===== src/rtl/apb_reg_bank.sv =====
// apb_reg_bank - parametrised APB slave register bank.
//
// NUM_REGS registers of APB_DATA_WIDTH bits, register i at byte offset
// i*(APB_DATA_WIDTH/8) inside a 256-byte window at REG_BASE. Every bit is
// RW, RO or W1C, selected by RW_MASK / W1C_MASK (W1C wins over RW).
// Transfers pass IDLE -> [WAIT] -> RESP. PREADY, PRDATA and PSLVERR are
// registered. Writes commit on the edge that ends RESP.
//
// Optional build macro: APB_WSTRB_EN adds apb_strb_in (byte-lane write
// strobes, latched with the setup data).
//
// Ports:
//   apb_clk_in, apb_rst_in        clock, synchronous active-high reset
//   apb_addr_in .. apb_wdata_in   APB request (PADDR/PSEL/PENABLE/PWRITE/PWDATA)
//   apb_strb_in                   byte strobes (APB_WSTRB_EN only)
//   apb_rdata_out/ready/slverr    APB response, registered
//   reg_q_out                     stored RW/W1C bits, RO positions read 0
//   ro_data_in                    live values for RO bits
//   w1c_set_in                    hardware set for W1C bits
//   wr_pulse_out / rd_pulse_out   one-cycle pulses per register after access
module apb_reg_bank #(
    parameter int APB_DATA_WIDTH = 32,
    parameter int APB_ADDR_WIDTH = 32,
    parameter logic [APB_ADDR_WIDTH-1:0] REG_BASE = 32'ha0300000,
    parameter int NUM_REGS = 8,
    parameter logic [NUM_REGS*APB_DATA_WIDTH-1:0] RW_MASK   = '1,
    parameter logic [NUM_REGS*APB_DATA_WIDTH-1:0] W1C_MASK  = '0,
    parameter logic [NUM_REGS*APB_DATA_WIDTH-1:0] RESET_VAL = '0,
    parameter int WAIT_STATES = 0
) (
    input  logic                               apb_clk_in,
    input  logic                               apb_rst_in,
    input  logic [APB_ADDR_WIDTH-1:0]          apb_addr_in,
    input  logic                               apb_psel_in,
    input  logic                               apb_penable_in,
    input  logic                               apb_write_in,
    input  logic [APB_DATA_WIDTH-1:0]          apb_wdata_in,
`ifdef APB_WSTRB_EN
    input  logic [APB_DATA_WIDTH/8-1:0]        apb_strb_in,
`endif
    output logic [APB_DATA_WIDTH-1:0]          apb_rdata_out,
    output logic                               apb_ready_out,
    output logic                               apb_slverr_out,
    output logic [NUM_REGS*APB_DATA_WIDTH-1:0] reg_q_out,
    input  logic [NUM_REGS*APB_DATA_WIDTH-1:0] ro_data_in,
    input  logic [NUM_REGS*APB_DATA_WIDTH-1:0] w1c_set_in,
    output logic [NUM_REGS-1:0]                wr_pulse_out,
    output logic [NUM_REGS-1:0]                rd_pulse_out
);
    localparam int DW      = APB_DATA_WIDTH;
    localparam int BYTES   = DW / 8;
    localparam int ALIGN_W = $clog2(BYTES);
    localparam int IDX_W   = (NUM_REGS > 1) ? $clog2(NUM_REGS) : 1;
    localparam int FLAT_W  = NUM_REGS * DW;
    localparam logic [FLAT_W-1:0] RW_EFF  = RW_MASK & ~W1C_MASK;
    localparam logic [FLAT_W-1:0] SW_MASK = RW_MASK | W1C_MASK;   // bits with storage
    localparam logic [8:0] WIN_BYTES  = 9'(NUM_REGS * BYTES);
    localparam logic [7:0] ALIGN_MASK = 8'(BYTES - 1);
    localparam logic [3:0] WAIT_LOAD  = 4'((WAIT_STATES > 0) ? WAIT_STATES - 1 : 0);

    typedef enum logic [1:0] {S_IDLE, S_WAIT, S_RESP} state_t;

    state_t              r_state_reg, w_state_next;
    logic [3:0]          r_cnt_reg, w_cnt_next;
    logic [IDX_W-1:0]    r_idx_reg;
    logic                r_write_reg, r_err_reg;
    logic [DW-1:0]       r_wdata_reg;
    logic [DW-1:0]       r_rdata_reg, w_rdata_next;
    logic                r_ready_reg, w_ready_next;
    logic                r_slverr_reg, w_slverr_next;
    logic [NUM_REGS-1:0] r_wr_pulse_reg, w_wr_pulse_next;
    logic [NUM_REGS-1:0] r_rd_pulse_reg, w_rd_pulse_next;
    logic [FLAT_W-1:0]   r_store_reg, w_store_next;

    logic [7:0]          w_off;
    logic                w_base_ok, w_range_ok, w_align_ok, w_dec_err;
    logic [IDX_W-1:0]    w_idx, w_cur_idx;
    logic                w_in_idle, w_cur_write, w_cur_err;
    logic [NUM_REGS-1:0] w_writable;
    logic                w_sel_writable;
    logic [DW-1:0]       w_sel_rdata;
    logic [FLAT_W-1:0]   w_read_all;
    logic                w_commit_ok, w_store_commit;
    logic [DW-1:0]       w_lane_mask;
    logic                w_strb_any;

    // ---------------- address decode of the live request ----------------
    assign w_off      = apb_addr_in[7:0];
    assign w_base_ok  = (apb_addr_in[APB_ADDR_WIDTH-1:8] == REG_BASE[APB_ADDR_WIDTH-1:8]);
    assign w_range_ok = ({1'b0, w_off} < WIN_BYTES);
    assign w_align_ok = ((w_off & ALIGN_MASK) == 8'd0);
    assign w_idx      = IDX_W'(w_off >> ALIGN_W);
    assign w_dec_err  = !w_base_ok || !w_range_ok || !w_align_ok
                     || (apb_write_in && !w_sel_writable);

    // In IDLE the request is still on the bus; later it comes from the latches.
    // This lets a zero-wait transfer load its response on the setup edge.
    assign w_in_idle   = (r_state_reg == S_IDLE);
    assign w_cur_idx   = w_in_idle ? w_idx : r_idx_reg;
    assign w_cur_write = w_in_idle ? apb_write_in : r_write_reg;
    assign w_cur_err   = w_in_idle ? (apb_penable_in || w_dec_err) : r_err_reg;

    assign w_read_all = r_store_reg | (ro_data_in & ~SW_MASK);

    always_comb begin
        w_sel_writable = 1'b0;
        w_sel_rdata    = '0;
        for (int i = 0; i < NUM_REGS; i++) begin
            if (w_idx == IDX_W'(i))
                w_sel_writable = w_writable[i];
            if (w_cur_idx == IDX_W'(i))
                w_sel_rdata = w_read_all[i*DW +: DW];
        end
    end

`ifdef APB_WSTRB_EN
    logic [BYTES-1:0] r_strb_reg;
    genvar gl;
    for (gl = 0; gl < BYTES; gl++) begin : g_lane
        assign w_lane_mask[gl*8 +: 8] = {8{r_strb_reg[gl]}};
    end
    assign w_strb_any = |r_strb_reg;
`else
    assign w_lane_mask = '1;
    assign w_strb_any  = 1'b1;
`endif

    // ---------------- FSM: next state ----------------
    always_comb begin
        w_state_next = r_state_reg;
        w_cnt_next   = r_cnt_reg;
        case (r_state_reg)
            S_IDLE: begin
                if (apb_psel_in) begin
                    if (apb_penable_in || WAIT_STATES == 0) begin
                        w_state_next = S_RESP;
                    end else begin
                        w_state_next = S_WAIT;
                        w_cnt_next   = WAIT_LOAD;
                    end
                end
            end
            S_WAIT: begin
                if (!apb_psel_in)
                    w_state_next = S_IDLE;     // master abandoned the transfer
                else if (r_cnt_reg == 4'd0)
                    w_state_next = S_RESP;
                else
                    w_cnt_next = r_cnt_reg - 4'd1;
            end
            S_RESP:  w_state_next = S_IDLE;
            default: w_state_next = S_IDLE;
        endcase
    end

    // ---------------- FSM: outputs (registered on the next edge) ----------------
    assign w_commit_ok    = (r_state_reg == S_RESP) && apb_psel_in && apb_penable_in && !r_err_reg;
    assign w_store_commit = w_commit_ok && r_write_reg;

    always_comb begin
        w_ready_next    = (w_state_next == S_RESP);
        w_slverr_next   = w_ready_next && w_cur_err;
        w_rdata_next    = (w_ready_next && !w_cur_write && !w_cur_err) ? w_sel_rdata : '0;
        w_wr_pulse_next = '0;
        w_rd_pulse_next = '0;
        for (int i = 0; i < NUM_REGS; i++) begin
            if (r_idx_reg == IDX_W'(i)) begin
                w_wr_pulse_next[i] = w_store_commit && w_strb_any;
                w_rd_pulse_next[i] = w_commit_ok && !r_write_reg;
            end
        end
    end

    // ---------------- storage next value, per register ----------------
    genvar gi;
    for (gi = 0; gi < NUM_REGS; gi++) begin : g_reg
        localparam logic [DW-1:0] RW_M  = RW_EFF[gi*DW +: DW];
        localparam logic [DW-1:0] W1C_M = W1C_MASK[gi*DW +: DW];
        logic [DW-1:0] w_cur, w_we, w_clr;
        assign w_cur = r_store_reg[gi*DW +: DW];
        assign w_we  = (w_store_commit && (r_idx_reg == IDX_W'(gi))) ? w_lane_mask : '0;
        assign w_clr = r_wdata_reg & w_we;
        // W1C: clear first, then OR in the hardware set so a set wins.
        assign w_store_next[gi*DW +: DW] =
              (RW_M  & ((w_cur & ~w_we) | w_clr))
            | (W1C_M & ((w_cur & ~w_clr) | w1c_set_in[gi*DW +: DW]));
        assign w_writable[gi] = |(RW_M | W1C_M);
    end

    // ---------------- FSM: state and data registers ----------------
    always_ff @(posedge apb_clk_in) begin
        if (apb_rst_in) begin
            r_state_reg    <= S_IDLE;
            r_cnt_reg      <= '0;
            r_idx_reg      <= '0;
            r_write_reg    <= 1'b0;
            r_err_reg      <= 1'b0;
            r_wdata_reg    <= '0;
            r_rdata_reg    <= '0;
            r_ready_reg    <= 1'b0;
            r_slverr_reg   <= 1'b0;
            r_wr_pulse_reg <= '0;
            r_rd_pulse_reg <= '0;
            r_store_reg    <= RESET_VAL & SW_MASK;
`ifdef APB_WSTRB_EN
            r_strb_reg     <= '0;
`endif
        end else begin
            r_state_reg <= w_state_next;
            r_cnt_reg   <= w_cnt_next;
            if (w_in_idle && apb_psel_in) begin
                r_idx_reg   <= w_idx;
                r_write_reg <= apb_write_in;
                r_err_reg   <= w_cur_err;
                r_wdata_reg <= apb_wdata_in;
`ifdef APB_WSTRB_EN
                r_strb_reg  <= apb_strb_in;
`endif
            end
            r_rdata_reg    <= w_rdata_next;
            r_ready_reg    <= w_ready_next;
            r_slverr_reg   <= w_slverr_next;
            r_wr_pulse_reg <= w_wr_pulse_next;
            r_rd_pulse_reg <= w_rd_pulse_next;
            r_store_reg    <= w_store_next;
        end
    end

    assign apb_rdata_out  = r_rdata_reg;
    assign apb_ready_out  = r_ready_reg;
    assign apb_slverr_out = r_slverr_reg;
    assign reg_q_out      = r_store_reg;
    assign wr_pulse_out   = r_wr_pulse_reg;
    assign rd_pulse_out   = r_rd_pulse_reg;

endmodule

===== config.mk =====
export PLATFORM = sky130hd
export DESIGN_NAME = apb_reg_bank
export DESIGN_NICKNAME = d
export VERILOG_FILES = /design/src/rtl/apb_reg_bank.sv
export SDC_FILE = /design/constraint.sdc
export NUM_CORES = 1
export LEC_CHECK = 0
export ABC_AREA = 1
export CAP_MARGIN = 10
export CORE_AREA = 2 2 349 351
export DETAILED_ROUTE_END_ITERATION = 8
export DIE_AREA = 0 0 351 353
export MAX_ROUTING_LAYER = met4
export PLACE_DENSITY_LB_ADDON = 0.12
export SETUP_SLACK_MARGIN = 0.05
export SLEW_MARGIN = 25
export SYNTH_ARGS = -nofsm -noshare
export SYNTH_HDL_FRONTEND = slang
export SYNTH_SLANG_ARGS = --single-unit

===== constraint.sdc =====
create_clock -name apb_clk_in -period 2.5 [get_ports apb_clk_in]
set_clock_uncertainty 0.15 [all_clocks]
set_input_delay 0.375 -clock apb_clk_in [delete_from_list [all_inputs] [get_ports apb_clk_in]]
set_output_delay 0.375 -clock apb_clk_in [all_outputs]
set_load 0.02 [all_outputs]

== Word level (Yosys, flattened, before mapping) ==
Index checks and enable logic that the tools add are counted.
Operators by class
  add/sub/neg operators: 1
  $lt $le $gt $ge: 1
  equality and inequality tests: 25
  multiplexer cells: 31
  bitwise gates (word level): 42
  reductions and logical operators: 46
Operators by type and width (count)
  $and 32x32->32: 16
  $mux 32: 16
  $not 32->32: 8
  $or 32x32->32: 8
  $eq 3x3->1 const B: 12
  $eq 24x24->1 const B: 1
  $eq 3x2->1 const B: 6
  $logic_and 1x1->1: 18
  $reduce_or 2->1: 9
  $mux 1: 10
  $not 1->1: 10
  $eq 3x1->1 const B: 3
  $logic_not 3->1: 3
  $logic_not 1->1: 8
  $logic_not 8->1: 1
  $lt 8x6->1 const B: 1
  $mux 2: 3
  $eq 2x2->1 const B: 2
  $logic_not 4->1: 1
  $logic_or 1x1->1: 4
  $pmux 2 s2: 1
  $sub 4x1->4 const B: 1
  $mux 3: 1
  $reduce_and 3->1: 1
  other kinds (2): 2
Storage, ports and cells
  bits in registers: 349
  output and inout port bits: 306
  logic and storage cells: 172

== Depth between registers and ports, before layout ==
  word-level depth: 18
  depth in mapped cells: 12

== Worst setup path before layout ==
No wires, ideal clock.
  path type: in2reg
  start: in apb_psel_in
  end: reg r_rdata_reg[23] (netlist: apb_rdata_out[23])
  library setup time: 56 ps
  arrival time: 1626 ps
  path slack: 668 ps
  cell stages on the path: 11
  path through: inv_1 nor2_2 inv_1 nor2_1 nand2_1 a211oi_2 nand2_2 buf_6 nor2_1 nand2_1 inv_1
Between the ends
  longest elaborated chain between the ends: 7
  elaborated cells between the ends (all ways): 8
  those cells by class: 1 x eq/ne; 3 x mux; 1 x bitwise; 3 x reduce/logical
RTL lines
  start: declaration: line 34  | input logic apb_psel_in,
  $mux 2, on equally long branches: line 144, 134
  $pmux 2 s2 *: line 132  | case (r_state_reg)
  $eq 2x2->1 *: line 161  | w_ready_next = (w_state_next == S_RESP);
  $logic_and 1x1->1 * (2 in a row): line 163  | w_rdata_next = (w_ready_next && !w_cur_write && !w_cur_err) ? w_sel_rdata : '0;
  $not 1->1 (no line) *
  $reduce_or 2->1 (no line) *
  end signal: assignment: line 220  | r_rdata_reg <= w_rdata_next;
  end: declaration: line 68  | logic [DW-1:0] r_rdata_reg, w_rdata_next;
Mark *: on every way between the ends. The rest lies on a longest branch, timed or not.
A chain may end at the register's enable or synchronous reset.

== Worst setup path after layout ==
  start: reg r_state_reg[0]
  end: reg r_rdata_reg[7] (netlist: apb_rdata_out[7])
Between the ends
  longest elaborated chain between the ends: 11
  elaborated cells between the ends (all ways): 32
  those cells by class: 9 x eq/ne; 15 x mux; 1 x bitwise; 7 x reduce/logical
RTL lines
  start: declaration: line 63  | state_t r_state_reg, w_state_next;
  start signal: assignment: line 209  | r_state_reg <= w_state_next;
  $logic_not 2->1: line 98, 132
  $mux 3: line 99  | assign w_cur_idx = w_in_idle ? w_idx : r_idx_reg;
  $logic_not 3->1: line 111  | if (w_cur_idx == IDX_W'(i))
  $mux 32 (8 in a row): line 111
Several ways; a longest one is shown, not always the timed one.

==> results.md <==
* DIE AREA at 124000 um2
* Internal power at 10.4 mW
* Slew HR at 46.2%
* Clk buf depth at 3
* Hold Fails Final Rpt at 0
* GRT met1 Usage at 17.4%
* Syn avg cell area at roughly 7.3 um2
* Seq/Total Area, Yosys at 48.6%
* Row count at roughly 130
* Area leader, netlist: dfxtp_1
* WL final at about 90 mm
* CTS Root Cell: clkbuf_16
* Slack of the worst reg-to-reg path at 190 ps
* Starting DRT DRC Count at 1036
* Antenna Nets Post-Route at 0
* RSZ-0062 raised after global routing: false
* Outcome: complete, no violations
* Cts bufs inserted at 50
* Min Tclk post-route at 2310 ps
* Syn nets at 2542
* Clock share of power at about half
* Net switching power at 3.80 mW
* Htree depth at 2
* Lkg Pwr at between 7 and 8 nW
* M2 GR Usage at 24.3%
* Post-synth top area share at about half
* Number of global-route vias before repair at 15393
* Critical Path End Type: flip-flop
* Least-Margin Pin Slew at between 800 and 900 ps
* Most frequent cell after synthesis: dfxtp_1
* Critical path peak fanout at 19
* HP Class: in2reg
* Share of post-route cells with drive strength above 1 at 10.2%
* I/O pin count at 887
* Synthesis-stage register bit count at 349
* Worst stage delay on the critical path at 340 ps
* Clk_lat worst skew at 620 ps
* Period utilization at 92.4%
* Hpwl dp at 63.8 mm
* Sw Share at 26.8%
* First-pass GRT wire length at 123 mm
* DIE WIDTH at 351 um
* Via density per instance at 3.86
* Met3 track utilization from global routing at 2.71%
* # nets final at a little under 3000
* Post-route design area at between 20000 and 25000 um2
* Die H at 353 um
* Slew Limit Fails at 0
* Sink Count at 349
* P&R area growth vs syn at 57.6%
* Required time of the critical path at 2860 ps
* Final setup violation count at 0
* Detailed-route via count at 15414
* Smallest hold slack at 200 ps
* Synth async-reset ratio at 0%
* Synthesis warning total at 0
* CP cell instances: inv_1, nand2_1, nand2_1, nand2_2, buf_4, nand4_1, nand3_1, buf_4, nor2_1, nand4_1, nor2_1, nor2_1
* Most used cell, CP: nor2_1
* Critical path class: reg2reg
* PD cells at 625 nW/um2
* Gate power share at 7.9%
* Synth unique cells at 32
* Post-Syn Area at 14400 um2
* Top cells by area, synth: dfxtp_1 49%, a21oi_1 10%, nand2_1 8.6%, nand3_1 7.3%, nor2_1 5.8%
* Core area at approximately 120000 um2
* Worst Setup Start Kind: flip-flop
* Worst EP arrival at 2670 ps
* Total track usage at 14.4%
* Max Cap Violations at 0
* Average wire per cell in the routed design at approximately 22 um
* Initial antenna violation count at 3
* Max VDD drop at 426 uV
* DP Area at 21000 um2
* I/O Buffers at ~370
* Commonest cells post-synth: 349 x dfxtp_1, 330 x nand2_1, 289 x a21oi_1
* Top achievable clock speed at 433 MHz
* GR Overflow Total at 0
* CTS tree: yes
* CP max stage cell: dfxtp_1
* Initial core utilization at 11.9%
* DRC viols at 0
* RePlAce Congestion at 0.798
* Number of synthesized flops with an enable pin at 0
* Synth Instances at 1960
* Total iterations of the first detailed-routing run at 5
* Grt peak-use layer: met2
* Largest net degree at the start of global routing at 133
* Clock slew at reported path FFs at 60 ps
* Main synth FF type: dfxtp_1
* Flop pwr share at 41.1%
placed cells by master, fill, tap and decap left out, drive strengths merged, types with 2 or more instances in the layout:
master and n:
clkdlybuf4s50 373, dfxtp 349, nand2 333, a21oi 289, nor2 225, nand3 210, buf 132, inv 104
nand4 103, o21ai 98, clkbuf 74, o211ai 30, nor3 13, clkinv 9, nor4 7, clkinvlp 4
bufinv 2, a211oi 2
layout make-up:
class | count | area [um2]
Clock inverter | 14 | 138
Multi-Input combinational cell | 1315 | 6280
Inverter | 105 | 395
Timing Repair Buffer | 506 | 5300
Antenna cell | 1 | 2.50
Tap cell | 1625 | 2030
Clock buffer | 74 | 1500
Fill cell | 13463 | 98000
Sequential cell | 349 | 6990
power groups by stage:
| stage | sequential [mW] | clock [mW] | combinational, mW |
|---|---|---|---|
| floorplan | 5.76 | 0 | 0.537 |
| global placement | 5.95 | 0 | 1.13 |
| detailed placement | 5.95 | 0 | 1.13 |
| CTS | 5.83 | 7.52 | 1.14 |
| global route | 5.83 | 7.71 | 1.21 |
| finish | 5.81 | 7.22 | 1.12 |
path summary, 6_finish.rpt:
path / depth (start not counted) / startpoint / to
setup / recovery: 12 / r_state_reg[0]$_SDFF_PP0_ / apb_rdata_out[7]$_SDFF_PP0_
hold / removal: 3 / apb_wdata_in[7] / r_wdata_reg[7]$_SDFFE_PP0P_
setup reg to reg: 12 / r_state_reg[0]$_SDFF_PP0_ / apb_rdata_out[7]$_SDFF_PP0_
hold reg to reg: 2 / flip-flop / flip-flop
logic make-up after synthesis:
| logic type | share of synthesized area, % |
|---|---|
| AO/OA/AOI/OAI | 15.3 |
| XOR/XNOR | 0.0610 |
| adder cells (fa/ha/maj) | 0.0871 |
| AND/OR/NAND/NOR | 27.7 |
| buffers and inverters | 8.25 |
| flip-flops | 48.6 |
worst max-delay path, delay by kind of cell (launching register included):
kind / cells / cell delay (ps)
and+or+nand+nor: 9 / 1120
DFF: 1 / 340
buffers and inverters: 3 / 570
metrics by stage:
| step | power, mW | setup WS, ps | cells | TNS (ps) | util (%) |
|---|---|---|---|---|---|
| 3_3_place_gp | 7.08 | -230 | 3898 | -5480 | 17.4 |
| 6_report | 14.2 | 189 | 3989 | 0 | 18.8 |
| 4_1_cts | 14.5 | 47.5 | 3988 | 0 | 18.8 |
| 3_5_place_dp | 7.08 | -180 | 3898 | -5380 | 17.4 |
| 5_1_grt | 14.7 | 51.7 | 3989 | 0 | 18.8 |
| 2_1_floorplan | 6.30 | 668 | 1960 | 0 | - |
per-layer routing:
| layer | wire length (um) | vias up |
|---|---|---|
| met5 | 0 | - |
| met4 | 2330 | 0 |
| met3 | 5050 | 95 |
| met2 | 43600 | 484 |
| met1 | 38200 | 7503 |
| li1 | - | 7332 |
timing repair:
item	CTS	global route
hold endpoints to repair	10	0
pin swaps	2	1
setup endpoints to repair	1	38
hold buffers	1	0
gates resized for setup	0	5
buffers inserted	1	0
Power figures use the tool's default switching activity.
